$ cat config.mk
export PLATFORM = sky130hd
export DESIGN_NAME = ps2_receiver
export DESIGN_NICKNAME = d
export VERILOG_FILES = /design/src/rtl/ps2_receiver.sv
export SDC_FILE = /design/constraint.sdc
export NUM_CORES = 1
export LEC_CHECK = 0
export CAP_MARGIN = 10
export CELL_PAD_IN_SITES_DETAIL_PLACEMENT = 0
export CELL_PAD_IN_SITES_GLOBAL_PLACEMENT = 1
export CORE_ASPECT_RATIO = 1.4
export CORE_MARGIN = 1
export CORE_UTILIZATION = 48
export CTS_CLUSTER_DIAMETER = 100
export DETAILED_ROUTE_END_ITERATION = 6
export GPL_TIMING_DRIVEN = 0
export PLACE_DENSITY_LB_ADDON = 0.1
export SLEW_MARGIN = 10
export SYNTH_ARGS = -nofsm -noshare
export SYNTH_HDL_FRONTEND = slang
export SYNTH_SLANG_ARGS = --single-unit
$ cat constraint.sdc
create_clock -name clk -period 3.2 [get_ports clk]
set_clock_uncertainty 0.1 [all_clocks]
set_input_delay 0.32 -clock clk [delete_from_list [all_inputs] [get_ports clk]]
set_output_delay 0.32 -clock clk [all_outputs]
set_load 0.02 [all_outputs]
$ cat src/rtl/ps2_receiver.sv
// ps2_receiver: PS/2 keyboard frame receiver with set-2 make/break decoding.
// Drives the held-key make code on `character` (8'h00 when no key is held).
// Optional feature macro: PS2_PARITY_CHECK_EN (reject frames with bad odd parity).
module ps2_receiver #(
    parameter int TIMEOUT_CYCLES = 50000
) (
    input  logic       clk,
    input  logic       rst_n,
    input  logic       ps2_clk,
    input  logic       ps2_data,
    output logic [7:0] character,
    output logic       byte_valid,
    output logic       frame_error
);

    localparam int CW = $clog2(TIMEOUT_CYCLES + 1);
    localparam logic [CW-1:0] TO_LIMIT = CW'(TIMEOUT_CYCLES);

    typedef enum logic [1:0] {
        S_IDLE,
        S_DATA,
        S_PARITY,
        S_STOP
    } state_t;

    // Input path registers
    logic          clk_s1_q, clk_s2_q, clk_prev_q;
    logic          data_s1_q, data_s2_q;
    logic          fall_q;
    logic          bit_q;

    // Frame and decode state
    state_t        state_q, state_d;
    logic [2:0]    bitcnt_q, bitcnt_d;
    logic [7:0]    shift_q, shift_d;
    logic [CW-1:0] cnt_q, cnt_d;
    logic [7:0]    char_q, char_d;
    logic          brk_q, brk_d;
    logic          ext_q, ext_d;
    logic          bv_q, bv_d;
    logic          fe_q, fe_d;
    logic          parity_ok;
    logic          timeout;

`ifdef PS2_PARITY_CHECK_EN
    logic          parity_q, parity_d;
    assign parity_ok = ^{shift_q, parity_q};
`else
    assign parity_ok = 1'b1;
`endif

    // Synchronize pins and register a falling-edge pulse with its aligned data bit.
    // The sync/edge flops reset low so a pin held low across reset never looks like an edge.
    always_ff @(posedge clk) begin
        if (!rst_n) begin
            clk_s1_q   <= 1'b0;
            clk_s2_q   <= 1'b0;
            clk_prev_q <= 1'b0;
            data_s1_q  <= 1'b0;
            data_s2_q  <= 1'b0;
            fall_q     <= 1'b0;
            bit_q      <= 1'b0;
        end else begin
            clk_s1_q   <= ps2_clk;
            clk_s2_q   <= clk_s1_q;
            clk_prev_q <= clk_s2_q;
            data_s1_q  <= ps2_data;
            data_s2_q  <= data_s1_q;
            fall_q     <= ~clk_s2_q & clk_prev_q;
            bit_q      <= data_s2_q;
        end
    end

    // Frame FSM, timeout counter and scan-code decode state registers.
    always_ff @(posedge clk) begin
        if (!rst_n) begin
            state_q  <= S_IDLE;
            bitcnt_q <= '0;
            shift_q  <= '0;
            cnt_q    <= '0;
            char_q   <= '0;
            brk_q    <= 1'b0;
            ext_q    <= 1'b0;
            bv_q     <= 1'b0;
            fe_q     <= 1'b0;
`ifdef PS2_PARITY_CHECK_EN
            parity_q <= 1'b0;
`endif
        end else begin
            state_q  <= state_d;
            bitcnt_q <= bitcnt_d;
            shift_q  <= shift_d;
            cnt_q    <= cnt_d;
            char_q   <= char_d;
            brk_q    <= brk_d;
            ext_q    <= ext_d;
            bv_q     <= bv_d;
            fe_q     <= fe_d;
`ifdef PS2_PARITY_CHECK_EN
            parity_q <= parity_d;
`endif
        end
    end

    // Next-state: timeout has priority over a coincident edge; stop bit accepts and decodes.
    always_comb begin
        state_d  = state_q;
        bitcnt_d = bitcnt_q;
        shift_d  = shift_q;
        cnt_d    = cnt_q;
        char_d   = char_q;
        brk_d    = brk_q;
        ext_d    = ext_q;
        bv_d     = 1'b0;
        fe_d     = 1'b0;
`ifdef PS2_PARITY_CHECK_EN
        parity_d = parity_q;
`endif
        timeout  = (state_q != S_IDLE) && (cnt_q == TO_LIMIT);

        if (timeout) begin
            state_d  = S_IDLE;
            fe_d     = 1'b1;
            shift_d  = '0;
            bitcnt_d = '0;
        end else begin
            if (fall_q) begin
                cnt_d = '0;
            end else if ((state_q != S_IDLE) && (cnt_q != TO_LIMIT)) begin
                cnt_d = cnt_q + 1'b1;
            end

            if (fall_q) begin
                case (state_q)
                    S_IDLE: begin
                        if (!bit_q) begin
                            state_d  = S_DATA;
                            bitcnt_d = '0;
                            shift_d  = '0;
                        end else begin
                            fe_d = 1'b1;
                        end
                    end
                    S_DATA: begin
                        shift_d  = {bit_q, shift_q[7:1]};
                        bitcnt_d = bitcnt_q + 3'd1;
                        if (bitcnt_q == 3'd7) begin
                            state_d = S_PARITY;
                        end
                    end
                    S_PARITY: begin
`ifdef PS2_PARITY_CHECK_EN
                        parity_d = bit_q;
`endif
                        state_d = S_STOP;
                    end
                    S_STOP: begin
                        state_d = S_IDLE;
                        if (bit_q && parity_ok) begin
                            bv_d = 1'b1;
                            if (shift_q == 8'hF0) begin
                                brk_d = 1'b1;
                            end else if (shift_q == 8'hE0) begin
                                ext_d = 1'b1;
                            end else if (brk_q) begin
                                if (shift_q == char_q) begin
                                    char_d = 8'h00;
                                end
                                brk_d = 1'b0;
                                ext_d = 1'b0;
                            end else begin
                                if (!ext_q) begin
                                    char_d = shift_q;
                                end
                                ext_d = 1'b0;
                            end
                        end else begin
                            fe_d = 1'b1;
                        end
                    end
                    default: state_d = S_IDLE;
                endcase
            end
        end
    end

    assign character   = char_q;
    assign byte_valid  = bv_q;
    assign frame_error = fe_q;

endmodule

==> flow_summary_export.csv <==
group,metric,value,unit
die,start_util,50.7,%
clock_network,cts.path.max_buffers,2,
synth,syn_avg_cell_area,8.82,µm²
routing,drt_wl_total,4820,µm
timing,fin_hold_ws,0.312,ns
cells_and_area,drive_above_1_share,5.63,%
die,die-area,5120,µm²
clock_network,h-tree-depth,2,
job,cap_violations,0,
timing,setup_viol,0,
global_route,use_met1,23.8,%
setup_path,cp-start-kind,"flop",
cells_and_area,multiInputGateArea,1250,µm²
synth,synth_area_leaders,"dfxtp_1 (41%), ha_1 (4.9%), o211ai_1 (3.9%), nor2_1 (3.7%), xor2_1 (3.4%)",
synth,ys_types,44,
placed_design,io_buffer_count,13,
setup_path,critPathMaxStageDelay,0.56,ns
synth,synth_nets,276,
setup_path,arrival,2.51,ns
timing,rsz0062_at_grt,"no",
routing,drc,0,
clock_network,numCtsBuffers,5,
routing,num_vias,1953,
synth,ys_async_sr_fraction,0,%
cells_and_area,post-route-util,58.0,%
synth,ys.flop_type,"dfxtp_1",
pwr,total_power,1.10,mW
setup_path,worstSetupEndpoint,"cnt_q[13]",
synth,synth_edf_count,0,
pwr,p_leak,0.970,nW
placed_design,dp_slack,0.844,ns
die,die_height,84.2,µm
clock_network,cts_setup_buffers,0,
setup_path,crit_type,"reg2reg",
cells_and_area,final_nets,296,
die,ioPinCount,14,
synth,syn_inst,263,
clock_network,cts_sinks,48,
global_route,grt_pass1_vias,1889,
timing,fin_setup_tns,0,ns
setup_path,critPathCaptureType,"flop",
setup_path,crit_path_cell_trace,"inv_1 -> ha_1 -> nor2b_4 -> or4b_4 -> or4_4 -> a21oi_2",
worst_hold_path,whs_path_depth,1,
die,core,4570,µm²
routing,drtPass1Iterations,4,
pwr,powerDensity,416,nW/µm²
global_route,grt_usage,21.6,%
global_route,met3_usage,4.47,%
global_route,top_usage_layer,"met2",
synth,synth_top_area_share,41.4,%
clock_network,cts_root_buf,"clkbuf_8",
placed_design,place_area,2530,µm²
timing,slew_headroom,52.7,%
routing,drtAntennaViolNets,0,
global_route,antenna_found_initial,0,
cells_and_area,regArea,961,µm²
cells_and_area,areaGrowthSynthToFinish,14.4,%
routing,drt-initial-drc-count,49,
worst_hold_path,hold_class,"reg2reg",
setup_path,crit-reg2reg-launch,"state_q[1]",
synth,synth_common_cells,"dfxtp_1 (48), nor2_1 (23), inv_1 (16)",
synth,syn_area,2320,µm²
setup_path,r2r_end,"cnt_q[13]",
global_route,use_met2,39.0,%
timing,period_needed,2.37,ns
placed_design,dp_cells,338,
global_route,grt_pass1_wl,8420,µm
cells_and_area,fillCellCount,474,
clock_network,cts_hold_buf,0,
status,outcome,"finished, final reports clean",
timing,slew_viol_final,0,
setup_path,rrSetupSlack,0.83,ns
routing,via_per_inst,5.64,
routing,wl_per_cell,13.9,µm
synth,ys_ff_latch,48,
clock_network,ctsResizeCount,0,
synth,ys_warn_count,0,
clock_network,cts_tree,"yes",
global_route,grt_max_degree,15,
clock_network,clk_pin_slew,0.09,ns
synth,synth_top_area_cell,"dfxtp_1",
timing,period_share,74.2,%
timing,setup_ws,0.827,ns
timing,worst_slew_pin_slew,0.700,ns
pwr,vdd_drop_max,0.276,mV
synth,yosysMostFrequentCell,"dfxtp_1",
clock_network,clk_latency,0.30,ns
setup_path,critPathLaunch,"state_q[1]",
die,rows,29,
die,die_w,60.7,µm
cells_and_area,n_antenna_cell,0,
cells_and_area,fin_cells,346,
cells_and_area,stdcell_area,2650,µm²
timing,maxClockFrequency,421,MHz
setup_path,cp_max_fo,9,
placed_design,gp_congestion,0.789,
setup_path,ff2ff_path_depth,6,
placed_design,hpwlAfterDp,3610,µm
timing,hold_viol,0,
global_route,grt-ovfl-total,0,
synth,seq_area_frac_synth,41.4,%
setup_path,slowest_stage,"or4b_4",
setup_path,cp.required,3.33,ns
-- state kept, by name (all words and copies together) (netlist names), 2 cells and up --
name       flops
cnt_q         16
character      8
shift_q        8
bitcnt_q       3
state_q        2
-- worst max-delay path, delay by kind of cell (launching register included) --
family	cells	cell delay [ns]
simple gates	3	1.29
flops	1	0.39
buf+inv	1	0.09
fa+ha+maj	1	0.31
compound gates	1	0.13
-- worst min path at each step --
stage,endpoint,from,slack [ns]
2_1_floorplan,fall_q,clk_s2_q,0.28
3_3_place_gp,fall_q,clk_s2_q,0.29
3_5_place_dp,fall_q,clk_s2_q,0.30
4_1_cts,fall_q,clk_s2_q,0.31
5_1_grt,fall_q,clk_s2_q,0.34
6_report,fall_q,clk_s2_q,0.31
-- layout make-up --
class,instances,share of cell area [%]
inverter,16,2.26
clock buffer,7,3.63
clock inverter,1,1.13
sequential,48,36.2
tap,62,2.92
multi-input combinational,188,47.1
timing repair buffer,13,4.91
buffer,11,1.79
-- cells in the final DEF (no fill, tap or decap), types with 3 or more instances in the layout --
cell,synthesis,final
mux2i_1,3,3
nor2_1,23,23
nor3b_1,3,3
xnor2_1,3,3
o211ai_1,12,12
or3_1,7,7
clkbuf_8,0,7
ha_1,9,9
dfxtp_1,48,48
nand3_1,13,13
a21oi_1,9,9
nor4_1,3,3
nor3_1,3,3
a22oi_1,10,10
clkdlybuf4s50_1,0,13
clkbuf_1,7,7
o21ai_0,13,13
a21boi_0,4,4
and2_1,8,8
xor2_1,9,9
or4_1,3,3
and3_1,10,10
nand2_1,13,13
inv_1,16,16
nand4_1,5,5
-- metal layers --
metal,vias up,wire [µm]
met5,-,0
met4,0,68
met3,5,78
met2,12,2580
met1,940,2090
li1,996,-
-- cell families (layout without fill, tap and decap cells) --
group | after synthesis | in the layout | synth area share (%)
buffers and inverters | 27 | 48 | 4.64
AO/OA/AOI/OAI | 60 | 60 | 17.4
adder cells (fa/ha/maj) | 9 | 9 | 4.86
AND/OR/NAND/NOR | 104 | 104 | 25.8
XOR/XNOR | 12 | 12 | 4.53
flip-flops | 48 | 48 | 41.4
multiplexers | 3 | 3 | 1.30
-- power breakdown --
group | switching, mW | total [mW] | internal [mW]
Clock | 0.197 | 0.473 | 0.276
Combinational | 0.0174 | 0.0284 | 0.0109
Sequential | 0.00175 | 0.602 | 0.600
No activity file was read; power rests on OpenSTA's default activity.
